$ cat config.mk
export PLATFORM = sky130hd
export DESIGN_NAME = microwave_ctrl
export DESIGN_NICKNAME = d
export VERILOG_FILES = /design/src/rtl/mw_pkg.sv /design/src/rtl/bcd_down_timer.sv /design/src/rtl/microwave_ctrl.sv
export SDC_FILE = /design/constraint.sdc
export NUM_CORES = 1
export LEC_CHECK = 0
export ABC_AREA = 1
export BUFFER_PORTS_ARGS = -buffer_cell sky130_fd_sc_hd__buf_2
export CORE_MARGIN = 2
export CORE_UTILIZATION = 60
export CTS_CLUSTER_SIZE = 20
export DETAILED_ROUTE_END_ITERATION = 16
export MAX_ROUTING_LAYER = met4
export PLACE_DENSITY_LB_ADDON = 0.25
export SLEW_MARGIN = 40
export SYNTH_ARGS = -nofsm -noshare
export SYNTH_HDL_FRONTEND = slang
export SYNTH_SLANG_ARGS = --single-unit
$ cat constraint.sdc
create_clock -name clk -period 2.2 [get_ports clk]
set_input_delay 0.44 -clock clk [delete_from_list [all_inputs] [get_ports clk]]
set_output_delay 0.44 -clock clk [all_outputs]
set_load 0.005 [all_outputs]
$ cat src/rtl/mw_pkg.sv
// Shared types and constants for the microwave oven sequencer.
package mw_pkg;

  localparam int BCD_W         = 4;
  localparam int TIME_W        = 4 * BCD_W;
  localparam int KEY_MAX_DIGIT = 9;

  // Sequencer states; codes are visible on the debug state port.
  typedef enum logic [2:0] {
    S_IDLE  = 3'd0,
    S_SET   = 3'd1,
    S_COOK  = 3'd2,
    S_PAUSE = 3'd3,
    S_DONE  = 3'd4
  } mw_state_e;

  // Decrement one BCD digit; a zero digit wraps to wrap_to (9 or 5).
  function automatic logic [BCD_W-1:0] bcd_dec_digit(
    input logic [BCD_W-1:0] d,
    input logic [BCD_W-1:0] wrap_to
  );
    return (d == '0) ? wrap_to : (d - 1'b1);
  endfunction

endpackage

$ cat src/rtl/bcd_down_timer.sv
// Four-digit MM:SS BCD cook-time register: key shift-in, one-second
// decrement with borrow, clear, and zero / about-to-be-zero flags.
import mw_pkg::*;

module bcd_down_timer (
  input  logic              clk,
  input  logic              clear_n,
  input  logic              i_clr,
  input  logic              i_shift,
  input  logic [BCD_W-1:0]  i_digit,
  input  logic              i_dec,
  output logic [TIME_W-1:0] o_time,
  output logic              o_zero,
  output logic              o_last
);

  logic [TIME_W-1:0] r_time;
  logic [TIME_W-1:0] w_dec_time;
  logic              w_borrow_su;
  logic              w_borrow_sec;
  logic              w_borrow_mu;

  // Borrow chain: seconds 00 wrap to 59, minute units 0 wrap to 9.
  // Seconds tens above 5 (e.g. 0:90) simply count down with no normalisation.
  always_comb begin
    w_borrow_su  = (r_time[3:0] == 4'd0);
    w_borrow_sec = w_borrow_su && (r_time[7:4] == 4'd0);
    w_borrow_mu  = w_borrow_sec && (r_time[11:8] == 4'd0);
    w_dec_time[3:0]   = bcd_dec_digit(r_time[3:0], 4'd9);
    w_dec_time[7:4]   = w_borrow_su  ? bcd_dec_digit(r_time[7:4], 4'd5)   : r_time[7:4];
    w_dec_time[11:8]  = w_borrow_sec ? bcd_dec_digit(r_time[11:8], 4'd9)  : r_time[11:8];
    w_dec_time[15:12] = w_borrow_mu  ? bcd_dec_digit(r_time[15:12], 4'd9) : r_time[15:12];
  end

  // Time register: clear wins over key entry, key entry over countdown.
  always_ff @(posedge clk or negedge clear_n) begin
    if (!clear_n) begin
      r_time <= '0;
    end else if (i_clr) begin
      r_time <= '0;
    end else if (i_shift) begin
      r_time <= {r_time[TIME_W-BCD_W-1:0], i_digit};
    end else if (i_dec && !o_zero) begin
      r_time <= w_dec_time;
    end
  end

  assign o_time = r_time;
  assign o_zero = (r_time == '0);
  // The next decrement lands on 00:00 exactly when the value is 00:01.
  assign o_last = (r_time == 16'h0001);

endmodule

$ cat src/rtl/microwave_ctrl.sv
// Microwave oven top-level sequencer: keypad time entry, per-second
// countdown, magnetron / lamp / done / beep drive.
// Optional feature macro MW_BEEP_EN: beep during DONE and automatic
// return to IDLE after BEEP_SECONDS ticks. Without it beep is tied low
// and DONE holds until stop_clear or the door opens.
import mw_pkg::*;

module microwave_ctrl #(
  parameter int TICK_DIV     = 50_000_000,
  parameter int BEEP_SECONDS = 3
) (
  input  logic              clk,
  input  logic              clear_n,
  input  logic              key_valid,
  input  logic [BCD_W-1:0]  key_code,
  input  logic              start,
  input  logic              stop_clear,
  input  logic              door_closed,
  output logic [TIME_W-1:0] time_bcd,
  output logic              magnetron_on,
  output logic              lamp_on,
  output logic              done,
  output logic              beep,
  output logic [2:0]        state
);

  localparam int PW = (TICK_DIV > 1) ? $clog2(TICK_DIV) : 1;

  mw_state_e         r_state;
  mw_state_e         w_state_next;
  logic [PW-1:0]     r_presc;
  logic [PW-1:0]     w_presc_next;
  logic              r_magnetron;
  logic              r_lamp;
  logic              w_tick;
  logic              w_key_ok;
  logic              w_clr;
  logic              w_shift;
  logic              w_dec;
  logic              w_zero;
  logic              w_last;
  logic [TIME_W-1:0] w_time;

`ifdef MW_BEEP_EN
  localparam int BW = (BEEP_SECONDS > 1) ? $clog2(BEEP_SECONDS) : 1;
  logic [BW-1:0]     r_beep_cnt;
  logic [BW-1:0]     w_beep_cnt_next;
`else
  // BEEP_SECONDS only matters when the beep is built in.
  logic              w_unused_beep_cfg;
  assign w_unused_beep_cfg = (BEEP_SECONDS > 0);
`endif

  assign w_tick   = (r_presc == PW'(TICK_DIV - 1));
  assign w_key_ok = key_valid && (key_code <= BCD_W'(KEY_MAX_DIGIT));

  bcd_down_timer u_timer (
    .clk     (clk),
    .clear_n (clear_n),
    .i_clr   (w_clr),
    .i_shift (w_shift),
    .i_digit (key_code),
    .i_dec   (w_dec),
    .o_time  (w_time),
    .o_zero  (w_zero),
    .o_last  (w_last)
  );

  // Next-state, timer commands and prescaler; stop > door open > start > key.
  always_comb begin
    w_state_next = r_state;
    w_presc_next = r_presc;
    w_clr        = 1'b0;
    w_shift      = 1'b0;
    w_dec        = 1'b0;
`ifdef MW_BEEP_EN
    w_beep_cnt_next = '0;
`endif
    case (r_state)
      S_IDLE: begin
        w_presc_next = '0;
        if (stop_clear) begin
          w_clr = 1'b1;
        end else if (w_key_ok) begin
          w_shift      = 1'b1;
          w_state_next = S_SET;
        end
      end
      S_SET: begin
        w_presc_next = '0;
        if (stop_clear) begin
          w_clr        = 1'b1;
          w_state_next = S_IDLE;
        end else if (start && door_closed && !w_zero) begin
          w_state_next = S_COOK;
        end else if (w_key_ok) begin
          w_shift = 1'b1;
        end
      end
      S_COOK: begin
        // Leaving COOK keeps the prescaler so the partial second survives.
        if (stop_clear || !door_closed) begin
          w_state_next = S_PAUSE;
        end else if (w_tick) begin
          w_presc_next = '0;
          w_dec        = 1'b1;
          if (w_last) begin
            w_state_next = S_DONE;
          end
        end else begin
          w_presc_next = r_presc + PW'(1);
        end
      end
      S_PAUSE: begin
        if (stop_clear) begin
          w_clr        = 1'b1;
          w_presc_next = '0;
          w_state_next = S_IDLE;
        end else if (start && door_closed) begin
          w_state_next = S_COOK;
        end
      end
      S_DONE: begin
        if (stop_clear || !door_closed) begin
          w_presc_next = '0;
          w_state_next = S_IDLE;
        end
`ifdef MW_BEEP_EN
        else if (w_tick) begin
          w_presc_next = '0;
          if (r_beep_cnt == BW'(BEEP_SECONDS - 1)) begin
            w_state_next = S_IDLE;
          end else begin
            w_beep_cnt_next = r_beep_cnt + BW'(1);
          end
        end else begin
          w_presc_next    = r_presc + PW'(1);
          w_beep_cnt_next = r_beep_cnt;
        end
`endif
      end
      default: begin
        w_presc_next = '0;
        w_state_next = S_IDLE;
      end
    endcase
  end

  // State, prescaler and registered lamp/magnetron drive.
  always_ff @(posedge clk or negedge clear_n) begin
    if (!clear_n) begin
      r_state     <= S_IDLE;
      r_presc     <= '0;
      r_magnetron <= 1'b0;
      r_lamp      <= 1'b0;
    end else begin
      r_state     <= w_state_next;
      r_presc     <= w_presc_next;
      r_magnetron <= (w_state_next == S_COOK);
      r_lamp      <= (w_state_next == S_COOK) || !door_closed;
    end
  end

`ifdef MW_BEEP_EN
  // Counts completed beep seconds while in DONE.
  always_ff @(posedge clk or negedge clear_n) begin
    if (!clear_n) begin
      r_beep_cnt <= '0;
    end else begin
      r_beep_cnt <= w_beep_cnt_next;
    end
  end
  assign beep = (r_state == S_DONE);
`else
  assign beep = 1'b0;
`endif

  assign time_bcd     = w_time;
  assign magnetron_on = r_magnetron;
  assign lamp_on      = r_lamp;
  assign done         = (r_state == S_DONE);
  assign state        = r_state;

endmodule
== Word level (Yosys, flattened, before mapping) ==
Index checks and enable logic that the tools add are counted.

* Bits in registers: 47

* Add/subtract/negate cells: 5
* Magnitude comparators: 1
* Eq/ne operators: 10
* Muxes and demuxes: 36
* Reductions and logical operators: 25

{| class="wikitable"
|+ Operators by type and width
! cell !! number
|-
| 2-to-1 mux 26 bit || 4
|-
| one-hot mux 26 bit (3 select lines) || 1
|-
| 2-to-1 mux 16 bit || 3
|-
| 2-to-1 mux 3 bit || 10
|-
| 2-to-1 mux 4 bit || 7
|-
| adder 26 x 1 -> 26 bit (second input constant) || 1
|-
| == test 26 bit (second input constant) || 1
|-
| == test 16 x 1 -> 1 bit (second input constant) || 1
|-
| zero test 16 bit || 1
|-
| zero test 4 bit || 4
|-
| subtractor 4 x 1 -> 4 bit (second input constant) || 4
|-
| one-hot mux 3 bit (5 select lines) || 1
|-
| nonzero test 3 bit || 4
|-
| == test 3 x 2 -> 1 bit (second input constant) || 3
|-
| 2-to-1 mux 1 bit || 9
|-
| logical AND 1 bit || 6
|-
| AND reduction 2 bit || 3
|-
| less-or-equal comparator 4 bit (second input constant) || 1
|-
| inequality test 2 bit (second input constant) || 2
|-
| == test 3 x 1 -> 1 bit (second input constant) || 1
|-
| == test 3 bit (second input constant) || 1
|-
| zero test 3 bit || 1
|-
| AND reduction 3 bit || 1
|-
| OR reduction 3 bit || 1
|-
| 4 further kinds || 6
|}

== Depth between registers and ports, before layout ==
* Depth in word-level cells: 8
* Mapped depth: 13

== By module ==
Synthesis repeated with hierarchy kept, for this count alone.

* Cell total of the unflattened synthesis: 498
* Area total of the unflattened synthesis: 3352.0 um^2

{| class="wikitable"
|+ Modules (own cells, without submodules)
! module !! instances !! cells an instance !! area an instance (um^2) !! seq. area each (um^2)
|-
| microwave_ctrl || 1 || 331 || 2207.1 || 775.7
|-
| bcd_down_timer || 1 || 167 || 1144.8 || 400.4
|}

== Least setup slack after synthesis ==
OpenSTA, ideal clock, no wires.

* Kind: register -> register
* From: register r_presc[0]
* To: register r_presc[7]
* Setup time: 121 ps
* Arrival time: 1519 ps
* Data required time: 2079 ps
* Path slack: 560 ps
* Cell stages (with the launch flop): 11
* Path buffers: 0
* Clock period less this slack: 1640 ps
* Cells stage by stage: dfrtp_1 -> ha_1 -> inv_1 -> nor2_2 -> nand3_1 -> nor2_2 -> nor2_2 -> nor2_4 -> inv_2 -> nand2_1 -> a21boi_1

* Longest elaborated chain between the ends: 4
* Elaborated cells between the ends (all ways): 5

{| class="wikitable"
|+ Ends and longest elaborated chain
! element !! line !! source
|-
| from (decl) || microwave_ctrl.sv:31 || <nowiki>logic [PW-1:0] r_presc;</nowiki>
|-
| from (signal assigned) || microwave_ctrl.sv:158 || <nowiki>r_presc <= w_presc_next;</nowiki>
|-
| adder 26 x 1 -> 26 bit / == test 26 bit (equally long branches) || microwave_ctrl.sv:111, microwave_ctrl.sv:54 ||
|-
| 2-to-1 mux 26 bit * || microwave_ctrl.sv:104 || <nowiki>end else if (w_tick) begin</nowiki>
|-
| 2-to-1 mux 26 bit * || microwave_ctrl.sv:102 || <nowiki>if (stop_clear || !door_closed) begin</nowiki>
|-
| one-hot mux 26 bit (3 select lines) * || microwave_ctrl.sv:79 || <nowiki>case (r_state)</nowiki>
|}

Every way passes the cells marked *; elsewhere a longest branch is shown, timed or not. The select of a mux whose other input is x is not followed.
A chain may end at the register's enable or synchronous reset.

== Final worst setup path ==
* From: register r_presc[0]
* To: register u_timer.r_time[7] (netlist: u_timer.o_time[7])

* Longest elaborated chain between the ends: 7

{| class="wikitable"
|+ Ends and longest elaborated chain
! element !! line !! source
|-
| == test 26 bit || microwave_ctrl.sv:54 || <nowiki>assign w_tick = (r_presc == PW'(TICK_DIV - 1));</nowiki>
|-
| 2-to-1 mux 1 bit || microwave_ctrl.sv:104 ||
|-
| 2-to-1 mux 1 bit || microwave_ctrl.sv:102 ||
|-
| 2-to-1 mux 1 bit || microwave_ctrl.sv:79 ||
|-
| logical AND 1 bit || bcd_down_timer.sv:43 || <nowiki>end else if (i_dec && !o_zero) begin</nowiki>
|-
| nonzero test 3 bit (no line) || n/a ||
|-
| AND reduction 2 bit (no line) || n/a ||
|-
| to (signal assigned) || bcd_down_timer.sv:42 || <nowiki>r_time <= {r_time[TIME_W-BCD_W-1:0], i_digit};</nowiki>
|-
| to (signal assigned) || bcd_down_timer.sv:44 || <nowiki>r_time <= w_dec_time;</nowiki>
|-
| to (decl) || bcd_down_timer.sv:17 || <nowiki>logic [TIME_W-1:0] r_time;</nowiki>
|}

Every way passes these cells.

==> impl_metrics.tcl <==
set metrics [dict create \
    path_cells "ha_1, inv_1, nor2_2, nand4_1, nor2_1, nand3_1, o21ai_0, o21ai_1" \
    vias 3456 \
    drt-vias-per-instance 5.675 \
    power.density_nw_per_um2 881.9 \
    crit_type "flop to flop" \
    hold_viol 0 \
    period_share_pct 92.74 \
    status "complete, no violations" \
    post_cts_buffers 0 \
    arrival_ns 2.23 \
    setup_violations 0 \
    cts_buffers 5 \
    critPathMaxFanout 5 \
    crit_path_end_kind "flop" \
    grt_pass1_wl_um 14310 \
    start_kind "flop" \
    final_max_slew_viol_count 0 \
    ys_ff_latch 47 \
    synth_area_um2 3354 \
    cp_slowest_cell "dfrtp_1" \
    layout.nets 547 \
    ant_nets 0 \
    rsz0062_at_grt "false" \
    power_frac_comb_pct 43.8 \
    grt_pass1_vias 3083 \
    drive_gt1_share_pct 17.50 \
    boundaryPins 33 \
    cts_tree "yes" \
    core-area_um2 5439 \
    grtUsageMet1_pct 43.10 \
    seq_power_share_pct 33.1 \
    track_usage_pct 29.54 \
    syn_to_final_growth_pct 12.20 \
    fillCellCount 469 \
    cp_top_family "simple AND/OR/NAND/NOR gates" \
    wl_per_cell_um 13.60 \
    initial_core_util_pct 61.67 \
    syn_inst 498 \
    ir_drop_mv 0.6655 \
    num_antenna_cells 0 \
    dp_hpwl_um 6201 \
    cts_root_buffer "clkbuf_8" \
    critPathMaxStageDelay_ns 0.41 \
    die_y_um 78.77 \
    drc_errors 0 \
    synth.distinct_cells 38 \
    grt.met2_usage_pct 43.68 \
    grt_max_degree 48 \
    p_sw_share_pct 42.67 \
    place_area_um2 3597 \
    crit_required_ns 2.39 \
    clockBufferDepth 2 \
    syn-num-nets 509 \
    yosys_warnings 0 \
    dp.cells 601 \
    cts_hold_buf 0 \
    first_iter_violations 381 \
    dr.pass1.iters 5 \
    h-tree-depth 2 \
    ys_seq_area_share_pct 35.06 \
    worstMarginPinSlew_ns 0.5951 \
    fin_worst_skew_ns 0.008135 \
    cts_resized 0 \
    clk_pin_slew_ns 0.09 \
    stdcell_count 609 \
    clock_sink_count 47 \
    busiest_layer "met2" \
    power_frac_clock_pct 23.1 \
    leakagePower_nw 1.861 \
    slew-limit-headroom_pct 60.33 \
    gp_congestion 1.020 \
    layout_min_cycle_time_ns 2.040 \
    clk_latency_ns 0.31 \
    grt.overflow.total 0 \
    finish.instance_area_um2 3764 \
    routed_wl_um 8284 \
    antenna_found_initial 0 \
    timing.fmax_mhz 490.1 \
    power.switching_mw 1.416 \
    cp.buffers_inverters 1 \
    avgSynthCellArea_um2 6.736 \
    rows 27 \
    holdCritPathClass "input pin to async pin" \
    maxCapViolations 0 \
    die_w_um 78.77 \
    power.internal_mw 1.903 \
    finalSetupTns_ns 0 \
    use_met3_pct 4.545 \
    die-area_um2 6205 \
    io_buffers 31 \
]
## cell families after synthesis
kind of cell	after synthesis	share of synthesized area [%]
compound gates	40	7.423
xor+xnor	6	1.567
fa+ha+maj	1	0.3729
buf+inv	65	8.579
flops	47	35.06
other cells	1	0.1118
simple gates	338	46.89
## Yosys cell counts (all sizes together)
master / number / share of area [%]
dfrtp: 47 / 35
nand2: 168 / 19
a21oi: 12 / 2.1
xor2: 4 / 1.0
buf: 9 / 2.3
and2: 1 / 0.19
xnor2: 2 / 0.52
or2: 2 / 0.37
nor3b: 2 / 0.45
clkbuf: 2 / 0.22
nor2: 66 / 8.9
a21boi: 3 / 0.78
nor3: 21 / 4.0
o21bai: 1 / 0.22
conb: 1 / 0.11
nand4: 34 / 6.5
nand3: 41 / 6.4
ha: 1 / 0.37
o31ai: 2 / 0.45
a22o: 1 / 0.26
nor4: 3 / 0.56
inv: 54 / 6.0
o21ai: 21 / 3.6
## power by group through the flow
stage / Sequential [mW] / Combinational, mW / Clock (mW)
after floorplan: 1.11 / 1.04 / 0
after global placement: 1.10 / 1.38 / 0
after detailed placement: 1.11 / 1.41 / 0
after CTS: 1.10 / 1.42 / 0.772
after global routing: 1.11 / 1.64 / 0.800
final: 1.10 / 1.45 / 0.766
## metrics by stage
step | util, % | total power [mW] | hold WS [ns] | setup WS, ns
2_1_floorplan | - | 2.150 | 0.1444 | 0.5602
3_3_place_gp | 66.14 | 2.485 | 0.5184 | 0.1982
3_5_place_dp | 66.14 | 2.522 | 0.5298 | 0.1346
4_1_cts | 68.58 | 3.288 | 0.2423 | 0.1035
5_1_grt | 69.20 | 3.549 | 0.2864 | 0.01935
6_report | 69.20 | 3.319 | 0.2212 | 0.1597
## flip-flops by register name, indices dropped and copies added, names as in the netlist
register	flops
lamp_on	1
r_presc	26
state	3
magnetron_on	1
u_timer.o_time	16
## path summary, 6_finish.rpt
kind / from / depth (start not counted) / slack [ns] / end
max reg2reg: r_presc[0] / 8 / 0.16 / u_timer.o_time[7]
min: clear_n / 2 / 0.22 / r_presc[3]
max: r_presc[0] / 8 / 0.16 / u_timer.o_time[7]
min in group clk: door_closed / 2 / 0.33 / lamp_on
min reg2reg: r_presc[21] / 2 / 0.55 / r_presc[21]
max in group asynchronous: clear_n / 2 / 1.58 / state[1]
## layer usage
metal / part of all wire (%) / vias up
met1: 47 / 1596
met3: 6.8 / 13
met2: 45 / 149
met5: 0 / -
met4: 1.4 / 0
li1: - / 1698
## cells in the final DEF (no fill, tap or decap), types with 2 or more instances in the layout
| cell | instances |
|---|---|
| inv_1 | 48 |
| nand2_2 | 6 |
| o21ai_0 | 15 |
| clkbuf_8 | 5 |
| nand2_1 | 161 |
| bufinv_16 | 2 |
| buf_2 | 31 |
| nor3_1 | 15 |
| a21oi_4 | 2 |
| xor2_1 | 4 |
| o21ai_1 | 2 |
| nand4_1 | 33 |
| nor2_2 | 7 |
| nor4_1 | 3 |
| nor2_1 | 54 |
| inv_2 | 6 |
| nor2_4 | 5 |
| nand3_2 | 3 |
| buf_4 | 11 |
| xnor2_1 | 2 |
| nand3_1 | 38 |
| o21ai_2 | 4 |
| a21oi_1 | 9 |
| or2_2 | 2 |
| nor3_2 | 6 |
| dfrtp_1 | 47 |
| nor3b_1 | 2 |
| o31ai_1 | 2 |
## cell type report
class / count / area (µm²) / area share [%]
Inverter: 54 / 202.7 / 5.386
Tap cell: 72 / 90.09 / 2.394
Clock buffer: 6 / 72.57 / 1.928
Clock inverter: 2 / 60.06 / 1.596
Timing Repair Buffer: 42 / 237.7 / 6.316
Multi-Input combinational cell: 386 / 1924 / 51.13
Sequential cell: 47 / 1176 / 31.25
Power figures use the tool's default switching activity.
